## config.mk

```make
export PLATFORM = sky130hd
export DESIGN_NAME = vrf_read_sequencer
export DESIGN_NICKNAME = d
export VERILOG_FILES = /design/src/rtl/vrf_read_sequencer.sv
export SDC_FILE = /design/constraint.sdc
export NUM_CORES = 1
export LEC_CHECK = 0
export BUFFER_PORTS_ARGS = -buffer_cell sky130_fd_sc_hd__buf_2
export CORE_UTILIZATION = 50
export CTS_CLUSTER_DIAMETER = 60
export CTS_CLUSTER_SIZE = 28
export DETAILED_ROUTE_END_ITERATION = 12
export GPL_ROUTABILITY_DRIVEN = 0
export HOLD_SLACK_MARGIN = 0.02
export MAX_ROUTING_LAYER = met4
export PLACE_DENSITY = 0.81
export SLEW_MARGIN = 20
export SYNTH_ARGS = -nofsm -noshare
export SYNTH_HDL_FRONTEND = slang
export SYNTH_SLANG_ARGS = --single-unit
```

## constraint.sdc

```tcl
create_clock -name clk -period 5.1 [get_ports clk]
set_input_delay 1.02 -clock clk [delete_from_list [all_inputs] [get_ports clk]]
set_output_delay 1.02 -clock clk [all_outputs]
set_load 0.01 [all_outputs]
```

## src/rtl/vrf_read_sequencer.sv

```systemverilog
// vrf_read_sequencer
// Walks the elements of two vector registers, issuing paired reads to a
// dual-port VRF RAM with a one-cycle registered read latency, and buffers
// the returned operand pairs in a small FIFO for a downstream consumer.
// Issue is throttled so that buffered plus in-flight pairs never exceed
// the FIFO depth, which lets reads be issued without looking at op_ready.

module vrf_read_sequencer #(
  parameter int DATA_W     = 32,
  parameter int NUM_ELEM   = 8,
  parameter int FIFO_DEPTH = 3
) (
  input  logic              clk,
  input  logic              nrst,
  input  logic              req_valid,
  output logic              req_ready,
  input  logic [4:0]        req_vs1,
  input  logic [4:0]        req_vs2,
  input  logic [3:0]        req_vl,
  output logic              ram_re,
  output logic [7:0]        ram_raddr1,
  output logic [7:0]        ram_raddr2,
  input  logic [DATA_W-1:0] ram_rdataA,
  input  logic [DATA_W-1:0] ram_rdataB,
  output logic              op_valid,
  input  logic              op_ready,
  output logic [DATA_W-1:0] op_a,
  output logic [DATA_W-1:0] op_b,
  output logic [2:0]        op_idx,
  output logic              op_last,
  output logic              busy
);

  localparam logic [1:0] IDLE  = 2'd0;
  localparam logic [1:0] ISSUE = 2'd1;
  localparam logic [1:0] DRAIN = 2'd2;

  localparam int PTR_W = (FIFO_DEPTH > 1) ? $clog2(FIFO_DEPTH) : 1;
  localparam int CNT_W = $clog2(FIFO_DEPTH + 1);

  localparam logic [3:0]       MAX_VL    = 4'(NUM_ELEM);
  localparam logic [CNT_W:0]   OCC_LIMIT = (CNT_W + 1)'(FIFO_DEPTH - 1);
  localparam logic [PTR_W-1:0] PTR_LAST  = PTR_W'(FIFO_DEPTH - 1);

  // Request context and issue progress
  logic [1:0] state;
  logic [4:0] vs1_q;
  logic [4:0] vs2_q;
  logic [3:0] vl_q;
  logic [2:0] elem;

  // One read is in flight when pending is set; pend_idx is its element
  logic       pending;
  logic [2:0] pend_idx;

  // Last issued addresses, shown on the RAM ports while no read is issued
  logic [7:0] addr1_q;
  logic [7:0] addr2_q;

  // Operand-pair FIFO
  logic [DATA_W-1:0] fifo_a    [FIFO_DEPTH];
  logic [DATA_W-1:0] fifo_b    [FIFO_DEPTH];
  logic [2:0]        fifo_idx  [FIFO_DEPTH];
  logic              fifo_last [FIFO_DEPTH];
  logic [PTR_W-1:0]  wr_ptr;
  logic [PTR_W-1:0]  rd_ptr;
  logic [CNT_W-1:0]  count;

  // Combinational helpers
  logic             accept;
  logic [3:0]       vl_sat;
  logic [3:0]       vl_m1;
  logic             last_elem;
  logic [CNT_W:0]   occ_sum;
  logic             push;
  logic             pop;
  logic             push_last;
  logic [CNT_W-1:0] count_nxt;

  // Wrap a FIFO pointer at the (possibly non power-of-two) depth
  function automatic logic [PTR_W-1:0] ptr_inc(input logic [PTR_W-1:0] p);
    ptr_inc = (p == PTR_LAST) ? '0 : p + PTR_W'(1);
  endfunction

  // Handshake, throttling and FIFO bookkeeping decisions
  always_comb begin
    req_ready = (state == IDLE) && nrst;
    busy      = (state != IDLE);
    accept    = req_valid && req_ready;
    vl_sat    = (req_vl > MAX_VL) ? MAX_VL : req_vl;
    vl_m1     = vl_q - 4'd1;
    last_elem = (elem == vl_m1[2:0]);
    occ_sum   = {1'b0, count} + (CNT_W + 1)'(pending);
    ram_re    = (state == ISSUE) && (occ_sum <= OCC_LIMIT);
    push      = pending;
    push_last = (pend_idx == vl_m1[2:0]);
    op_valid  = (count != '0);
    pop       = op_valid && op_ready;
    count_nxt = count + CNT_W'(push) - CNT_W'(pop);
  end

  // RAM addresses track the element being issued and hold otherwise
  always_comb begin
    ram_raddr1 = addr1_q;
    ram_raddr2 = addr2_q;
    if (ram_re) begin
      ram_raddr1 = {vs1_q, elem};
      ram_raddr2 = {vs2_q, elem};
    end
  end

  // FIFO head drives the operand outputs
  always_comb begin
    op_a    = fifo_a[rd_ptr];
    op_b    = fifo_b[rd_ptr];
    op_idx  = fifo_idx[rd_ptr];
    op_last = fifo_last[rd_ptr];
  end

  // Sequencer state: accept, walk elements, then wait for the FIFO to drain
  always_ff @(posedge clk or negedge nrst) begin
    if (!nrst) begin
      state <= IDLE;
      vs1_q <= '0;
      vs2_q <= '0;
      vl_q  <= '0;
      elem  <= '0;
    end else begin
      case (state)
        IDLE: begin
          if (accept) begin
            vs1_q <= req_vs1;
            vs2_q <= req_vs2;
            vl_q  <= vl_sat;
            elem  <= '0;
            if (vl_sat != 4'd0) begin
              state <= ISSUE;
            end
          end
        end
        ISSUE: begin
          if (ram_re) begin
            elem <= elem + 3'd1;
            if (last_elem) begin
              state <= DRAIN;
            end
          end
        end
        DRAIN: begin
          if (!pending && (count_nxt == '0)) begin
            state <= IDLE;
          end
        end
        default: state <= IDLE;
      endcase
    end
  end

  // In-flight read tracking and held RAM addresses
  always_ff @(posedge clk or negedge nrst) begin
    if (!nrst) begin
      pending  <= 1'b0;
      pend_idx <= '0;
      addr1_q  <= '0;
      addr2_q  <= '0;
    end else begin
      pending <= ram_re;
      if (ram_re) begin
        pend_idx <= elem;
        addr1_q  <= {vs1_q, elem};
        addr2_q  <= {vs2_q, elem};
      end
    end
  end

  // Operand-pair FIFO: capture returning RAM data, release on handshake
  always_ff @(posedge clk or negedge nrst) begin
    if (!nrst) begin
      wr_ptr <= '0;
      rd_ptr <= '0;
      count  <= '0;
      for (int i = 0; i < FIFO_DEPTH; i++) begin
        fifo_a[i]    <= '0;
        fifo_b[i]    <= '0;
        fifo_idx[i]  <= '0;
        fifo_last[i] <= 1'b0;
      end
    end else begin
      if (push) begin
        fifo_a[wr_ptr]    <= ram_rdataA;
        fifo_b[wr_ptr]    <= ram_rdataB;
        fifo_idx[wr_ptr]  <= pend_idx;
        fifo_last[wr_ptr] <= push_last;
        wr_ptr            <= ptr_inc(wr_ptr);
      end
      if (pop) begin
        rd_ptr <= ptr_inc(rd_ptr);
      end
      count <= count_nxt;
    end
  end

endmodule

```

==> impl_metrics.yaml, run 1 <==
cts:
  cts-root-buf: "clkbuf_16"
  cts_buffer_depth: 3
  post-cts-setup-buffers: 0
  hold_buffers: 0
  h-tree-depth: 1
  cts_tree: "built"
  clk_pin_slew_ns: 0.08
  cts_buffers: 22
  cts_resized: 0
  cts.sinks: 248
  clk_latency_ns: 0.52
logic_synthesis:
  yosysUniqueCellTypes: 32
  synth_top_area_share_pct: 55.9
  synth_ff_type: "dfrtp_1"
  async_flop_share_pct: 100
  ys_seq_elements: 248
  yosysMostFrequentCell: "dfrtp_1"
  synthesis.nets: 892
  yosys.area.top_type: "dfrtp_1"
  ys_top_cells_by_area: "dfrtp_1 56%, mux2_2 17%, mux2_4 9.1%"
  yosysSeqAreaShare_pct: 55.9
  syn_area_mm2: 0.0111
  postSynthCellCount: 803
  synth-edff-count: 0
  syn_avg_cell_area_um2: 13.8
  synth_common_cells: "248 x dfrtp_1, 164 x mux2_2, 78 x nand2_1"
  ys_warn_count: 0
critical_path:
  crit_chain: "ha_1, inv_1, ha_1, nor3b_1, o21ai_2, buf_4, mux2_2, buf_2"
  cp_max_fo: 12
  critPathTopFamily: "buffers and inverters"
  worst-setup-path-type: "flop to output pin"
  cp.arrival_ns: 2.93
  critPathMostFrequentCell: "ha_1"
  critPathCaptureType: "output pin"
  startpoint_type: "flop"
  max_stage_delay_ns: 0.47
  crit_buf_inv: 3
  crit_path_top_delay_cell: "dfrtp_1"
  cp_data_required_time_ns: 4.08
timing:
  fin_crit_sh_pct: 77.5
  fin_tns_setup_ns: 0
  setup-violations-final: 0
  fin_ws_ns: 1.15
  fmax_mhz: 253
  rsz0062_at_grt: "false"
  hold_viol: 0
  timing.hold.ws_ns: 0.484
  worst_pin_slew_ns: 0.969
  fin_crit_ns: 3.95
  clock_skew_ns: 0.0301
  drv_slew: 0
  relSlewSlack_pct: 35.4
cells_and_area:
  antennaDiodeCount: 0
  nets: 1047
  final_util_pct: 59.2
  syn2layout_area_growth_pct: 16.2
  fillCellCount: 1678
  drive_above_1_share_pct: 46.7
floorplanning:
  die_w_um: 151
  num_rows: 54
  start_util_pct: 50.9
  io_pins: 170
  die-area_mm2: 0.0228
  core_area_mm2: 0.0218
  die_h_um: 151
power_and_ir_drop:
  finalPower_mw: 9.31
  p_leak_nw: 6.10
  cellPowerDensity_mw_per_mm2: 721
  irDropWorstVdd_uv: 525
global_routing:
  grt_usage_pct: 20.3
  grt_pass1_vias: 7153
  grt_max_degree: 98
  grt_overflow: 0
  antenna_found_initial: 0
  grt_pass1_wl_um: 35800
placed_design:
  dp_slack_ns: 1.66
  portBuffers: 169
  hpwlAfterDp_um: 13600
routing:
  wl_per_cell_um: 17.6
  vias: 6778
  drc: 0
  ant_nets: 0
  drt_iter0_markers: 203
  finalWirelength_um: 22000
  viasPerCell: 5.41
  drtPass1Iterations: 4
run_status:
  status: "complete, no violations"
min_path:
  hold_class: "flop to flop"
run:
  cap_violations: 0
## metrics by stage
stage / instance area, µm² / instances
floorplan: 11100 / 803
global placement: 12200 / 1214
detailed placement: 12200 / 1214
CTS: 12900 / 1254
global route: 12900 / 1254
finish: 12900 / 1254
## power breakdown
group | total, mW | internal, mW | switching, mW
Combinational | 4.01 | 2.17 | 1.84
Clock | 1.72 | 0.917 | 0.804
Sequential | 3.58 | 2.98 | 0.596
## worst paths after layout
kind,slack (ns),from,depth (start not counted),endpoint
worst max-delay path,1.15,pending$_DFF_PN0_,8,ram_raddr2[7]
worst min-delay path,0.48,fifo_last[0]$_DFFE_PN0P_,2,fifo_last[0]$_DFFE_PN0P_
worst max register to register,2.56,pending$_DFF_PN0_,3,fifo_a[76]$_DFFE_PN0P_
worst min register to register,0.48,fifo_last[0]$_DFFE_PN0P_,2,fifo_last[0]$_DFFE_PN0P_
max in group asynchronous,3.00,nrst,2,rd_ptr[1]$_DFFE_PN0P_
min in group asynchronous,0.52,nrst,1,fifo_b[85]$_DFFE_PN0P_
## cells in the final DEF, fill, tap and decap left out, drive strengths merged, types with 2 or more instances in the layout
| cell | Yosys | final |
|---|---|---|
| dfrtp | 248 | 248 |
| o21ai | 78 | 78 |
| inv | 13 | 23 |
| buf | 33 | 180 |
| nand2b | 3 | 3 |
| clkinv | 0 | 3 |
| mux2 | 231 | 231 |
| ha | 7 | 7 |
| xor2 | 4 | 4 |
| nor2b | 2 | 2 |
| clkbuf | 16 | 25 |
| mux2i | 71 | 71 |
| nand3b | 2 | 2 |
| xnor3 | 2 | 2 |
| nand2 | 78 | 78 |
## tightest hold or removal path, cell delays in order (launching register included)
cell and delay, ns:
dfrtp_1 0.35, nand2_1 0.05, o21ai_0 0.06
## state kept, by name, summed over array words and instances, names as in the netlist
register	cells
fifo_idx	9
elem	3
vs2_q	5
fifo_b	96
fifo_a	96
pending	1
count	2
addr2_q	8
rd_ptr	2
vl_q	3
wr_ptr	2
state	2
pend_idx	3
vs1_q	5
fifo_last	3
addr1_q	8
## cell type report
class | instances | area (µm²) | area share [%]
Sequential cell | 248 | 6210 | 48.1
Multi-Input combinational cell | 493 | 4600 | 35.6
Timing Repair Buffer | 180 | 955 | 7.39
Tap cell | 280 | 350 | 2.71
Clock inverter | 15 | 166 | 1.29
Clock buffer | 25 | 583 | 4.51
Inverter | 13 | 48.8 | 0.378
## routing by layer
metal / track usage [%] / part of all wire (%)
met4: 4.55 / 1.8
met5: - / 0
met1: 26.0 / 45
met2: 33.8 / 49
met3: 3.43 / 4.6
## cell families (layout without fill, tap and decap cells)
kind of cell | after synthesis | in the layout | synth area share, %
multiplexers | 302 | 302 | 32.1
buffers and inverters | 62 | 233 | 2.86
adder cells (fa/ha/maj) | 7 | 7 | 0.788
AO/OA/AOI/OAI | 84 | 84 | 3.95
flip-flops | 248 | 248 | 55.9
AND/OR/NAND/NOR | 93 | 93 | 3.54
XOR/XNOR | 7 | 7 | 0.935
Power figures use the tool's default switching activity.
==> run 2, diff against run 1 <==
Clock period 5.1 ns to 4.05 ns, I/O delays scaled along.
==> run 2 against run 1 <==
Non-clock buffer count is 4 higher; via count hardly changed; first-iteration DRC count is 14% higher; design area is 0.34% higher; wire length is 1.9% higher; largest power group unchanged; die area stayed put.
==> impl_metrics.yaml, run 2 (synthesis results as in run 1) <==
floorplanning:
  die-area_mm2: 0.0228
  core_area_mm2: 0.0218
  num_rows: 54
  die_h_um: 151
  io_pins: 170
  die_w_um: 151
  start_util_pct: 50.9
timing:
  hold_viol: 0
  clock_skew_ns: 0.0196
  setup-violations-final: 0
  drv_slew: 0
  timing.hold.ws_ns: 0.204
  rsz0062_at_grt: "false"
  worst_pin_slew_ns: 0.957
  fin_tns_setup_ns: 0
  fin_crit_sh_pct: 85.4
  fmax_mhz: 289
  fin_crit_ns: 3.46
  fin_ws_ns: 0.592
  relSlewSlack_pct: 36.2
global_routing:
  antenna_found_initial: 0
  grt_max_degree: 128
  grt_pass1_wl_um: 36100
  grt_usage_pct: 20.6
  grt_pass1_vias: 7034
  grt_overflow: 0
cells_and_area:
  reg_top3: "fifo_a: 96 flops, fifo_b: 96 flops, fifo_idx: 9 flops"
  multiInputGateArea_mm2: 0.00460
  nets: 1050
  drive_above_1_share_pct: 47.0
  syn2layout_area_growth_pct: 16.6
  final_common_cell: "dfrtp_1"
  regArea_mm2: 0.00621
  final_cell_mix: "246 x dfrtp_1, 168 x buf_2, 164 x mux2_2, 78 x nand2_1, 77 x o21ai_0"
  fillCellCount: 1710
  antennaDiodeCount: 0
critical_path:
  cp.arrival_ns: 2.65
  cp_max_fo: 12
  cp_data_required_time_ns: 3.24
  reg2reg_depth: 8
  cp-startpoint: "pending$_DFF_PN0_"
  critPathMostFrequentCell: "ha_1"
  worstReg2RegStart: "count[1]$_DFF_PN0_"
  max_stage_delay_ns: 0.47
  startpoint_type: "flop"
  crit_chain: "ha_1, inv_1, ha_1, nor3b_1, o21ai_2, buf_4, mux2_2, buf_2"
  crit_path_top_delay_cell: "dfrtp_1"
  worst-setup-path-type: "flop to output pin"
  critPathCaptureType: "output pin"
  cp.depth: 8
  crit_buf_inv: 3
  critPathTopFamily: "flip-flops"
routing:
  vias: 6782
  drc: 0
  finalWirelength_um: 22500
  ant_nets: 0
  drtPass1Iterations: 4
  drt_iter0_markers: 231
  wl_per_cell_um: 17.9
  viasPerCell: 5.40
cts:
  cts_buffer_depth: 3
  h-tree-depth: 1
  cts-root-buf: "clkbuf_16"
  clk_pin_slew_ns: 0.09
  clk_latency_ns: 0.51
  hold_buffers: 0
  cts_tree: "built"
  cts_resized: 0
  cts_buffers: 21
  post-cts-setup-buffers: 0
  cts.sinks: 248
placed_design:
  portBuffers: 169
  hpwlAfterDp_um: 14100
  dp_slack_ns: 1.16
min_path:
  hold_class: "input port to async pin"
run_status:
  status: "complete, no violations"
power_and_ir_drop:
  p_leak_nw: 6.11
  cellPowerDensity_mw_per_mm2: 909
  irDropWorstVdd_uv: 581
run:
  cap_violations: 0
-- run 2: cell types whose count changed in the layout (fill, tap and decap cells not counted), moves of 3 or more --
cell,before,now
inv_12,0,4
buf_4,9,12
inv_6,7,2
clkinv_8,1,5
-- run 2: power by group --
| part | leakage (nW) | internal (mW) | switching (mW) | total [mW] |
|---|---|---|---|---|
| logic | 2.83 | 2.77 | 2.30 | 5.07 |
| registers | 2.93 | 3.75 | 0.810 | 4.56 |
| clock network | 0.356 | 1.05 | 1.09 | 2.14 |
-- run 2: cell type report --
| type | count | share of cell area, % |
|---|---|---|
| clock buffers | 21 | 4.06 |
| clock inverters | 16 | 1.67 |
| inverters | 13 | 0.377 |
| multi-input cells | 493 | 35.5 |
| flip-flops and latches | 248 | 47.9 |
| well taps | 280 | 2.70 |
| repair buffers | 184 | 7.76 |
-- run 2: layer usage --
layer	track usage, %	wire [µm]	up-vias	part of all wire (%)
met3	3.25	1070	31	4.8
met5	-	0	-	0
met1	26.6	9900	3470	44
li1	-	-	3133	-
met4	4.95	411	0	1.8
met2	34.1	11100	148	49
-- run 2: final timing paths --
kind	slack, ns	end
min reg2reg	0.49	fifo_last[2]$_DFFE_PN0P_
max	0.59	ram_raddr2[4]
min	0.20	fifo_b[56]$_DFFE_PN0P_
min in group clk	0.49	fifo_last[2]$_DFFE_PN0P_
max in group asynchronous	2.58	rd_ptr[1]$_DFFE_PN0P_
max reg2reg	1.78	state[1]$_DFFE_PN0P_
-- run 2: per-stage QoR --
step                instances  util [%]  instance area, µm²  total power, mW
CTS                      1255      59.4               13000             11.9
floorplan                 803         -               11100             8.04
finish                   1255      59.4               13000             11.8
detailed placement       1218      56.0               12200             9.72
global placement         1218      56.0               12200             9.48
global route             1255      59.4               13000             12.6
==> run 3, diff against run 2 <==
Settings changed: PLACE_DENSITY 0.81 to 0.72.
==> run 3 against run 2 <==
Worst setup slack got worse by 0.29 ns; power fell by 1.8%; design area decreased by 0.39%; first-iteration DRC count up 9.1%; flip-flop and latch count unchanged; largest power group unchanged.
==> impl_metrics.yaml, run 3 (synthesis results as in run 1) <==
cts:
  h-tree-depth: 1
  cts.sinks: 248
  clk_latency_ns: 0.51
  cts_buffers: 20
  cts_tree: "built"
  cts_resized: 0
  hold_buffers: 0
  post-cts-setup-buffers: 0
  cts-root-buf: "clkbuf_16"
  clk_pin_slew_ns: 0.09
  cts_buffer_depth: 3
timing:
  setup-violations-final: 0
  relSlewSlack_pct: 38.1
  fin_ws_ns: 0.305
  clock_skew_ns: 0.0223
  fin_crit_ns: 3.75
  fin_tns_setup_ns: 0
  rsz0062_at_grt: "false"
  drv_slew: 0
  hold_viol: 0
  fin_crit_sh_pct: 92.5
  worst_pin_slew_ns: 0.923
  fmax_mhz: 267
floorplanning:
  num_rows: 54
  die_h_um: 151
  core_area_mm2: 0.0218
  die-area_mm2: 0.0228
  die_w_um: 151
  start_util_pct: 50.9
  io_pins: 170
cells_and_area:
  final_area_mm2: 0.0129
  finalNonFillerCells: 1254
  reg_top3: "fifo_a: 96 flops, fifo_b: 96 flops, fifo_idx: 9 flops"
  nets: 1047
  final_cell_mix: "246 x dfrtp_1, 168 x buf_2, 164 x mux2_2, 78 x nand2_1, 77 x o21ai_0"
  syn2layout_area_growth_pct: 16.2
  final_common_cell: "dfrtp_1"
  drive_above_1_share_pct: 46.8
  final_util_pct: 59.2
critical_path:
  critPathCaptureType: "output pin"
  critPathMostFrequentCell: "ha_1"
  startpoint_type: "flop"
  worstReg2RegStart: "pending$_DFF_PN0_"
  crit_chain: "ha_1, inv_1, ha_1, nor3b_1, o21ai_2, mux2_2, buf_2"
  crit_path_top_delay_cell: "o21ai_2"
  cp_max_fo: 18
  worst-setup-path-type: "flop to output pin"
  max_stage_delay_ns: 0.71
  endpoint: "ram_raddr1[6]"
  reg2reg_depth: 7
  cp-startpoint: "pending$_DFF_PN0_"
  cp_data_required_time_ns: 3.24
  r2r_setup_slack_ns: 1.47
  cp.arrival_ns: 2.94
  r2r_end: "pend_idx[1]$_DFFE_PN0N_"
power_and_ir_drop:
  irDropWorstVdd_uv: 623
  p_seq_share_pct: 38.8
  combPwrFrac_pct: 43.5
  p_sw_mw: 4.05
  p_int_mw: 7.52
  p_leak_nw: 6.08
  cellPowerDensity_mw_per_mm2: 896
  clockPowerShare_pct: 17.7
  swShare_pct: 35.0
global_routing:
  grt_pass1_vias: 6789
  grt_usage_pct: 20.2
  grt_overflow: 0
  grt_pass1_wl_um: 35400
  grt_max_degree: 122
  antenna_found_initial: 1
min_path:
  hold_class: "input port to async pin"
routing:
  drc: 0
  drt_iter0_markers: 252
  viasPerCell: 5.29
  finalWirelength_um: 22100
  vias: 6635
  drtPass1Iterations: 4
  ant_nets: 0
  wl_per_cell_um: 17.6
placed_design:
  portBuffers: 169
  dp.cells: 1216
  place_area_mm2: 0.0122
  dp_slack_ns: 0.800
  hpwlAfterDp_um: 13500
run:
  cap_violations: 0
run_status:
  status: "complete, no violations"
run 3: cell count changes in the layout (fill, tap and decap cells not counted), moves of 2 or more:
cell,change
clkinvlp_4,+2
diode_2,+2
buf_4,-2
inv_12,-2
run 3: worst max-delay path: cells and delay by family (launching register included):
family / cells / cell delay [ns]
muxes: 1 / 0.43
buffers and inverters: 2 / 0.19
adders and majority gates: 2 / 0.46
and+or+nand+nor: 1 / 0.17
DFF: 1 / 0.46
AOI/OAI and AO/OA: 1 / 0.71
run 3: area by class of cell:
class	count	area [µm²]
multi-input cells	493	4600
inverters	13	48.8
repair buffers	182	991
flip-flops and latches	248	6210
fillers	1753	8910
well taps	280	350
diodes	2	5.00
clock inverters	14	163
clock buffers	22	539
run 3: worst min path at each step:
stage                                         from                       end  slack, ns  cells past startpoint
after floorplan           fifo_last[2]$_DFFE_PN0P_  fifo_last[2]$_DFFE_PN0P_       0.45                      2
after global placement         vl_q[1]$_DFFE_PN0P_       vl_q[1]$_DFFE_PN0P_       0.46                      2
after detailed placement  fifo_last[1]$_DFFE_PN0P_  fifo_last[1]$_DFFE_PN0P_       0.47                      2
after CTS                                     nrst    fifo_b[50]$_DFFE_PN0P_       0.16                      1
after global routing                          nrst    fifo_b[50]$_DFFE_PN0P_       0.16                      1
final                                         nrst    fifo_b[50]$_DFFE_PN0P_       0.17                      1
run 3: power by group through the flow:
| stage | Clock [mW] | Combinational (mW) | Sequential (mW) |
|---|---|---|---|
| final | 2.04 | 5.03 | 4.49 |
| after global routing | 2.19 | 5.54 | 4.66 |
| after CTS | 2.11 | 5.12 | 4.50 |
| after detailed placement | 0 | 5.11 | 4.53 |
| after global placement | 0 | 5.00 | 4.48 |
| after floorplan | 0 | 3.79 | 4.25 |
run 3: per-stage QoR:
step                power (mW)  hold WS [ns]
floorplan                 8.04         0.449
global placement          9.49         0.464
detailed placement        9.64         0.473
CTS                       11.7         0.161
global route              12.4         0.163
finish                    11.6         0.169
run 3: layer usage:
| metal | part of all wire (%) | GRT usage, % |
|---|---|---|
| met1 | 47 | 27.2 |
| met2 | 48 | 32.1 |
| met3 | 4.0 | 3.40 |
| met4 | 1.6 | 4.50 |
| met5 | 0 | - |
